`src/rtl/register_writeback.sv`:
```
// Write-back stage and owner of the architectural register file: single writes, LM bursts, R7 redirect.
// Optional same-cycle write-through on the read ports: define WB_FORWARD_BYPASS_EN.
module register_writeback #(
    parameter int NREG = 8,
    parameter int DW   = 16,
    parameter int AW   = 3
) (
    input  logic            clk,
    input  logic            resetn,
    input  logic            flush,
    input  logic            hold,
    input  logic            in_valid,
    output logic            in_ready,
    input  logic [1:0]      in_op,
    input  logic [AW-1:0]   in_dest,
    input  logic [NREG-1:0] in_mask,
    input  logic [DW-1:0]   in_data,
    input  logic [AW-1:0]   rd_addr_a,
    output logic [DW-1:0]   rd_data_a,
    input  logic [AW-1:0]   rd_addr_b,
    output logic [DW-1:0]   rd_data_b,
    output logic            busy,
    output logic            pc_redirect,
    output logic [DW-1:0]   pc_value
);

    typedef enum logic {IDLE, BURST} state_t;

    state_t          state, state_next;
    logic [NREG-1:0] pend, pend_next;
    logic [DW-1:0]   regs [NREG];
    logic            fire, we;
    logic [AW-1:0]   waddr;

    function automatic logic [AW-1:0] lowest(input logic [NREG-1:0] m);
        logic [AW-1:0] k;
        k = '0;
        for (int i = NREG - 1; i >= 0; i--)
            if (m[i]) k = AW'(i);
        return k;
    endfunction

    // R0..R(N-2) reset to index+1; the PC register resets to zero
    function automatic logic [DW-1:0] rst_val(input logic [AW-1:0] a);
        return (int'(a) == NREG - 1) ? '0 : DW'(int'(a) + 1);
    endfunction

    assign in_ready = !hold && !flush;
    assign fire     = in_valid && in_ready;
    assign busy     = (state == BURST);

    always_comb begin
        state_next = state;
        pend_next  = pend;
        we         = 1'b0;
        waddr      = in_dest;
        case (state)
            IDLE: begin
                if (fire && in_op == 2'b01) begin
                    we = 1'b1;
                end else if (fire && in_op == 2'b10 && |in_mask) begin
                    we        = 1'b1;
                    waddr     = lowest(in_mask);
                    pend_next = in_mask & ~(NREG'(1) << waddr);
                    if (|pend_next) state_next = BURST;
                end
            end
            BURST: begin
                if (fire) begin
                    we        = 1'b1;
                    waddr     = lowest(pend);
                    pend_next = pend & ~(NREG'(1) << waddr);
                    if (pend_next == '0) state_next = IDLE;
                end
            end
            default: state_next = IDLE;
        endcase
        if (flush) begin
            state_next = IDLE;
            pend_next  = '0;
        end
    end

    always_ff @(posedge clk) begin
        if (!resetn) begin
            for (int i = 0; i < NREG; i++) regs[i] <= rst_val(AW'(i));
            state       <= IDLE;
            pend        <= '0;
            pc_redirect <= 1'b0;
            pc_value    <= '0;
        end else begin
            state       <= state_next;
            pend        <= pend_next;
            pc_redirect <= we && (int'(waddr) == NREG - 1);
            if (we) regs[waddr] <= in_data;
            if (we && int'(waddr) == NREG - 1) pc_value <= in_data;
        end
    end

    // While reset is applied the stored file may not yet hold reset values, so show them directly
    always_comb begin
        rd_data_a = regs[rd_addr_a];
        rd_data_b = regs[rd_addr_b];
`ifdef WB_FORWARD_BYPASS_EN
        if (we && waddr == rd_addr_a) rd_data_a = in_data;
        if (we && waddr == rd_addr_b) rd_data_b = in_data;
`endif
        if (!resetn) begin
            rd_data_a = rst_val(rd_addr_a);
            rd_data_b = rst_val(rd_addr_b);
        end
    end

endmodule

```
`config.mk`:
```
export PLATFORM = sky130hd
export DESIGN_NAME = register_writeback
export DESIGN_NICKNAME = d
export VERILOG_FILES = /design/src/rtl/register_writeback.sv
export SDC_FILE = /design/constraint.sdc
export NUM_CORES = 1
export LEC_CHECK = 0
export CAP_MARGIN = 20
export CORE_MARGIN = 2
export CORE_UTILIZATION = 52
export DETAILED_ROUTE_END_ITERATION = 6
export HOLD_SLACK_MARGIN = 0.1
export PLACE_DENSITY = 0.81
export SLEW_MARGIN = 20
export SYNTH_ARGS = -nofsm -noshare
export SYNTH_HDL_FRONTEND = slang
export SYNTH_SLANG_ARGS = --single-unit
```
`constraint.sdc`:
```
create_clock -name clk -period 3.55 [get_ports clk]
set_input_delay 0.355 -clock clk [delete_from_list [all_inputs] [get_ports clk]]
set_output_delay 0.355 -clock clk [all_outputs]
set_load 0.005 [all_outputs]
```
==> reports/results.txt, run 1 <==
sequential fraction of the synthesis area -> 0.5164
Clk pwr share -> 0.412
critical path arrival -> 2.58 ns
total wire length -> 21.52 mm
Final Instance Area -> 0.01021 mm^2
Port Buffers -> 90
initial antenna violation count -> 0
Syn Area/Cell -> 12.28 um^2
Nets -> 821
Worst setup SP type -> primary input
Die H -> 131.5 um
critical path's largest stage delay -> 0.56 ns
overall global routing resource usage -> 0.2587
num ports -> 91
complex-gate fraction of the synthesized area -> 0.05418
combinational family with the most area after synthesis -> multiplexers
fmax -> 0.3402 GHz
CTS resizes -> 0
status -> finished, final reports clean
Setup crit end kind -> output pin
routed vias -> 6182
CP cell instances -> buf_2, buf_4, mux4_2, mux2i_1, nor2b_1, clkdlybuf4s50_1
vias in the first global route -> 6442
clk_lat worst skew -> 0.43 ns
dpl cells -> 974
DR WL/cell -> 21.39 um
Fin. Hold Viols -> 0
Area growth syn-to-layout -> 20.84%
RSZ-0062 raised after global routing -> no
Sw Share -> 0.2480
Starting Density -> 0.5321
adder-cell share of the synthesized area -> 0.008290
Core Footprint -> 0.01589 mm^2
clk slew on worst S/H paths -> 0.06 ns
mux cell area share after synthesis -> 0.2281
row count -> 46
Rel. slew slack -> 0.5104
layout cell share with drive strength beyond 1 -> 0.1975
DRT iter0 DRCs -> 707
Max Root-Sink Buffers -> 2
largest net degree at the start of global routing -> 41
P_sw -> 1.065 mW
Tcrit/Tclk final -> 0.8281
Slew Viols, Final -> 0
Finished Layout Cells -> 1006
Setup TNS -> 0 ns
Leakage -> 3.535 nW
Tightest Pin Transition -> 0.7344 ns
slowest CP cell -> buf_2
DRC violation count after routing -> 0
Synth Area in Simple Gates -> 0.1603
worst hold path type -> reg2reg
post-layout min period -> 2.940 ns
CP required -> 3.19 ns
synthesized instance count -> 688
Netlist cell types -> 59
async set or reset register ratio after synthesis -> 0
DP Wirelength -> 15.50 mm
antenna-violating nets left -> 0
most common flop cell mapped by yosys -> edfxtp_1
DIE AREA -> 0.01729 mm^2
H-Tree Level Count -> 4
Yosys reg bits -> 154
skew final -> 0.007470 ns
Setup Fix Bufs, Post-CTS -> 0
detailed-route vias per instance -> 6.145
Mapped Nets -> 732
Min Hold Slack -> 0.4610 ns
Final GP Congestion -> 0.9430
Peak VDD IR -> 0.3041 mV
cell-internal power -> 3.228 mW
cell area after synthesis -> 0.008452 mm^2
Warnings, synthesis -> 0
Ant. Diodes -> 0
Pwr per Cell Area -> 420.3 mW/mm^2
Final Setup Violations -> 0
CTS Hold Buffers Added -> 0
total of max-cap violations -> 0
Pre-Repair DR Iteration Count -> 5
number of fill cells in the layout -> 1180
Crit Path Category -> in2out
XOR/XNOR share of the synthesized area -> 0
sequential share of power -> 0.470
die width -> 131.5 um
critical path peak fanout -> 22
CTS tree -> built
gr ovfl total -> 0
CTS Root Cell -> clkbuf_16
Num CTS Buffers -> 17
CTS sink cnt -> 154
Post-synth EDFFs -> 128
Area after DPL -> 0.009635 mm^2
global-route wire length before repair -> 34.54 mm
Combinational Power Share -> 0.118
metrics by stage:
| step | worst slack, ns | utilization | power, mW |
|---|---|---|---|
| after detailed placement | 0.3101 | 0.6066 | 2.557 |
| after global routing | 0.4345 | 0.6430 | 4.410 |
| after floorplan | 0.03724 | - | 2.336 |
| after global placement | 0.4169 | 0.6066 | 2.537 |
| after CTS | 0.5815 | 0.6430 | 4.304 |
| final | 0.6103 | 0.6430 | 4.292 |
cell type report:
type                    count  area (um^2)  share of cell area
clock buffers              17        425.4             0.04165
clock inverters            15        152.6             0.01495
inverters                   8        30.03            0.002940
multi-input cells         470         3815              0.3735
flip-flops and latches    154         4364              0.4273
well taps                 216        270.3             0.02646
repair buffers            126         1156              0.1132
worst max-delay path: cells and delay by family:
kind          cells  cell delay (ns)
buf+inv           3             1.42
mux               2             0.71
simple gates      1             0.07
cells in the final DEF, fill, tap and decap left out, drive strengths merged, types with 17 or more instances in the layout:
master,synthesis,routed
nor2,123,123
clkdlybuf4s50,0,87
inv,8,18
nor3,17,17
dfxtp,26,26
nand2,75,75
mux4,64,64
nor2b,27,27
edfxtp,128,128
clkbuf,31,17
buf,25,39
o21ai,26,26
mux2i,43,43
cell usage after synthesis (3+ instances only):
cell type  number  area share
a21oi_1        11      0.0065
and2_1          8      0.0059
and3_1          3      0.0022
buf_1          11      0.0049
buf_2          11      0.0065
buf_6           3      0.0040
clkbuf_1       31       0.014
dfxtp_1        26       0.062
edfxtp_1      128        0.45
ha_1            4      0.0059
inv_1           8      0.0036
mux2_2          5      0.0067
mux2i_1        43       0.051
mux4_2         64        0.17
nand2_1        75       0.033
nand2b_1        3      0.0022
nand3_1         5      0.0030
nor2_1        122       0.054
nor2b_1        27       0.020
nor3_1         16      0.0095
nor4_1          3      0.0022
o21ai_0        23       0.014
o21ai_1         3      0.0018
o31ai_1         4      0.0036
or3_1           9      0.0067
sequential cells by signal (all words and copies together), names as in the netlist:
register     cells
regs           128
busy             1
pc_value        16
pc_redirect      1
pend             8
metal layers:
metal / GRT usage / share of wire
met3: 0.05710 / 0.10
met4: 0.09843 / 0.024
met2: 0.4439 / 0.50
met1: 0.3213 / 0.37
met5: 0 / 0
final timing paths:
check                                                from                   endpoint  slack (ns)  depth (start not counted)
worst max-delay path                         rd_addr_b[0]               rd_data_b[7]        0.61                          6
worst min-delay path            pc_value[11]$_SDFFE_PN0P_  pc_value[11]$_SDFFE_PN0P_        0.46                          2
worst max register to register       pend[6]$_SDFFE_PP0P_  regs[3][15]$_SDFFCE_PN0P_        0.92                          8
worst min register to register  pc_value[11]$_SDFFE_PN0P_  pc_value[11]$_SDFFE_PN0P_        0.46                          2
power groups by stage:
stage | combinational [mW] | clock [mW] | sequential, mW
final | 0.505 | 1.77 | 2.02
after CTS | 0.504 | 1.78 | 2.02
after global placement | 0.488 | 0 | 2.05
after global routing | 0.538 | 1.85 | 2.02
after detailed placement | 0.501 | 0 | 2.06
after floorplan | 0.290 | 0 | 2.05
logic make-up (layout without fill, tap and decap cells):
| logic type | Yosys count | after routing |
|---|---|---|
| AO/OA/AOI/OAI | 66 | 66 |
| adder cells (fa/ha/maj) | 6 | 6 |
| buffers and inverters | 64 | 166 |
| flip-flops | 154 | 154 |
| multiplexers | 112 | 112 |
| AND/OR/NAND/NOR | 286 | 286 |
Power figures use the tool's default switching activity.
==> inputs of run 2 (changes only) <==
- CORE_UTILIZATION: 52 -> 55
- PLACE_DENSITY: 0.81 -> 0.82
- clock period: 3.55 -> 3 ns (I/O delays scaled with it)
==> run 2 against run 1 <==
Total power is 19% higher. Flip-flop and latch count stayed put. Clock power is 18% higher. Clock skew is 0.0017 ns higher. Sequential power is 18% higher. Cell count is 0.80% lower. Largest cell class unchanged. Largest power group unchanged.
==> reports/results.txt, run 2 (synthesis gave the netlist of run 1 again) <==
DRT iter0 DRCs -> 746 (was 707)
Starting Density -> 0.5601 (was 0.5321)
gr ovfl total -> 0 (unchanged)
Rel. slew slack -> 0.5364 (was 0.5104)
worst r2r src -> pend[3]$_SDFFE_PP0P_ (was pend[6]$_SDFFE_PP0P_)
Die H -> 128.0 um (was 131.5 um)
num ports -> 91 (unchanged)
Port Buffers -> 90 (unchanged)
Setup Fix Bufs, Post-CTS -> 0 (unchanged)
Worst setup SP type -> primary input (unchanged)
max layer used -> met4 (unchanged)
metal2 WL -> 11.44 mm (was 10.83 mm)
CTS sink cnt -> 154 (unchanged)
reg2reg end -> regs[3][2]$_SDFFCE_PN1P_ (was regs[3][15]$_SDFFCE_PN0P_)
status -> finished, final reports clean (unchanged)
Final Setup Violations -> 0 (unchanged)
vias in the first global route -> 6565 (was 6442)
critical path's largest stage delay -> 0.72 ns (was 0.56 ns)
Levels on crit path -> 6 (unchanged)
Tcrit/Tclk final -> 0.8845
slowest CP cell -> clkdlybuf4s50_1 (was buf_2)
Slew Viols, Final -> 0 (unchanged)
CP cell instances -> clkdlybuf4s50_1, mux4_2, mux2_2, nand2_1, o31ai_1, clkdlybuf4s50_1 (was buf_2, buf_4, mux4_2, mux2i_1, nor2b_1, clkdlybuf4s50_1)
die width -> 128.0 um (was 131.5 um)
total wire length -> 22.71 mm (was 21.52 mm)
Setup WS post-layout -> 0.3465 ns (was 0.6103 ns)
Sw Share -> 0.2454 (was 0.2480)
Final Instance Area -> 0.01044 mm^2 (was 0.01021 mm^2)
antenna-violating nets left -> 0 (unchanged)
critical path peak fanout -> 7 (was 22)
critical path's most frequent cell -> clkdlybuf4s50_1
post-layout min period -> 2.653 ns
Top Registers -> regs x128, pc_value x16, pend x8 (unchanged)
dpl cells -> 966 (was 974)
number of flip-flops in the largest register -> 128 (unchanged)
most used cells in the layout excluding fill and tap cells -> edfxtp_1, nor2_1, clkdlybuf4s50_1, nand2_1, mux4_2 (unchanged)
Clk pwr share -> 0.407 (was 0.412)
CTS Root Cell -> clkbuf_16 (unchanged)
sequential share of power -> 0.468 (was 0.470)
DP Wirelength -> 15.91 mm (was 15.50 mm)
commonest non-fill, non-tap cell in the layout -> edfxtp_1 (unchanged)
r2r worst-path depth -> 7 (was 8)
skew final -> 0.009154 ns (was 0.007470 ns)
Largest Register -> regs (unchanged)
detailed-route vias per instance -> 6.392 (was 6.145)
Finished Layout Cells -> 998 (was 1006)
global-route wire length before repair -> 35.22 mm (was 34.54 mm)
CTS resizes -> 0 (unchanged)
top cell family by delay on the critical path -> buffers and inverters (unchanged)
worst hold path type -> in2reg (was reg2reg)
Pre-Repair DR Iteration Count -> 5 (unchanged)
largest net degree at the start of global routing -> 39 (was 41)
Nets -> 841 (was 821)
reg2reg setup slack -> 0.42 ns (was 0.92 ns)
CTS Hold Buffers Added -> 0 (unchanged)
total of max-cap violations -> 0 (unchanged)
row count -> 45 (was 46)
DRT met1 WL -> 8.221 mm (was 7.944 mm)
Max Root-Sink Buffers -> 2 (unchanged)
Core Footprint -> 0.01509 mm^2 (was 0.01589 mm^2)
CTS tree -> built (unchanged)
Crit Path Category -> in2out (unchanged)
Peak VDD IR -> 0.4080 mV (was 0.3041 mV)
RSZ-0062 raised after global routing -> no (unchanged)
Place WS -> 0.03300 ns (was 0.3101 ns)
Crit path buffers/inverters -> 2 (was 3)
Tightest Pin Transition -> 0.6954 ns (was 0.7344 ns)
clk slew on worst S/H paths -> 0.07 ns (was 0.06 ns)
initial antenna violation count -> 0 (unchanged)
overall global routing resource usage -> 0.2911 (was 0.2587)
layout cell share with drive strength beyond 1 -> 0.2198 (was 0.1975)
Pwr per Cell Area -> 489.1 mW/mm^2 (was 420.3 mW/mm^2)
Area after DPL -> 0.009862 mm^2 (was 0.009635 mm^2)
P_sw -> 1.253 mW (was 1.065 mW)
Crit. Startpoint -> rd_addr_a[2] (was rd_addr_b[0])
Setup TNS -> 0 ns (unchanged)
routed wl met3 -> 2.286 mm (was 2.231 mm)
Area growth syn-to-layout -> 23.48% (was 20.84%)
clk_lat worst skew -> 0.43 ns (about the same)
H-Tree Level Count -> 4 (unchanged)
Setup crit end kind -> output pin (unchanged)
Final GP Congestion -> 0.9014 (was 0.9430)
DR WL/cell -> 22.76 um (was 21.39 um)
fmax -> 0.3769 GHz
DRC violation count after routing -> 0 (unchanged)
Setup crit end -> rd_data_a[0] (was rd_data_b[7])
DIE AREA -> 0.01638 mm^2 (was 0.01729 mm^2)
number of fill cells in the layout -> 993 (was 1180)
Ant. Diodes -> 0 (unchanged)
CP required -> 2.70 ns (was 3.19 ns)
critical path arrival -> 2.35 ns (was 2.58 ns)
Leakage -> 3.684 nW (was 3.535 nW)
Power Total -> 5.104 mW (was 4.292 mW)
Combinational Power Share -> 0.125 (was 0.118)
Num CTS Buffers -> 17 (unchanged)
cell-internal power -> 3.852 mW (was 3.228 mW)
Fin. Hold Viols -> 0 (unchanged)
routed vias -> 6379 (was 6182)
[run 2: cell count changes in the layout (fill, tap and decap cells not counted)]
cell        previous run  this run
bufinv_16              1         0
clkinvlp_4             2         0
o21ai_1                9         6
inv_4                  0         2
clkbuf_1               0         1
buf_12                 0         8
clkbuf_16             17        19
o21ai_2                1         4
buf_4                 36        48
clkinv_2               0         2
inv_6                  9         5
[run 2: worst min path at each step]
stage	from	cells after the start	end	slack [ns]
after detailed placement	pc_value[4]$_SDFFE_PN0P_	2	pc_value[4]$_SDFFE_PN0P_	0.45
after floorplan	in_data[0]	2	pc_value[0]$_SDFFE_PN0P_	0.44
after global routing	resetn	3	pc_value[3]$_SDFFE_PN0P_	0.46
after global placement	pc_value[5]$_SDFFE_PN0P_	2	pc_value[5]$_SDFFE_PN0P_	0.44
after CTS	resetn	3	pc_value[3]$_SDFFE_PN0P_	0.43
final	resetn	3	pc_value[1]$_SDFFE_PN0P_	0.45
[run 2: layout make-up]
class / instances / area (um^2) / area share
Sequential cell: 154 / 4364 / 0.4182
Clock buffer: 20 / 479.2 / 0.04592
Tap cell: 188 / 235.2 / 0.02254
Timing Repair Buffer: 146 / 1406 / 0.1348
Inverter: 8 / 30.03 / 0.002877
Clock inverter: 12 / 95.09 / 0.009112
Multi-Input combinational cell: 470 / 3826 / 0.3666
[run 2: per-layer routing]
| metal | up-vias | global-route usage |
|---|---|---|
| met5 | - | 0 |
| met4 | 0 | 0.1248 |
| met3 | 69 | 0.06970 |
| met2 | 414 | 0.4898 |
| met1 | 3109 | 0.3631 |
| li1 | 2787 | - |
[run 2: metrics by stage]
stage | util | hold slack, ns
floorplan | - | 0.4421
global placement | 0.6536 | 0.4424
detailed placement | 0.6536 | 0.4505
CTS | 0.6916 | 0.4297
global route | 0.6916 | 0.4641
finish | 0.6916 | 0.4533
[run 2: power groups by stage]
| stage | registers [mW] | clock network (mW) | logic (mW) |
|---|---|---|---|
| 2_1_floorplan | 2.42 | 0 | 0.346 |
| 3_3_place_gp | 2.42 | 0 | 0.614 |
| 3_5_place_dp | 2.43 | 0 | 0.631 |
| 4_1_cts | 2.39 | 2.09 | 0.636 |
| 5_1_grt | 2.39 | 2.18 | 0.676 |
| 6_report | 2.39 | 2.08 | 0.639 |
[run 2: worst min-delay path, delay by kind of cell]
kind,cells,cell delay [ns]
multiplexers,1,0.05
buffers and inverters,1,0.32
AND/OR/NAND/NOR,1,0.16
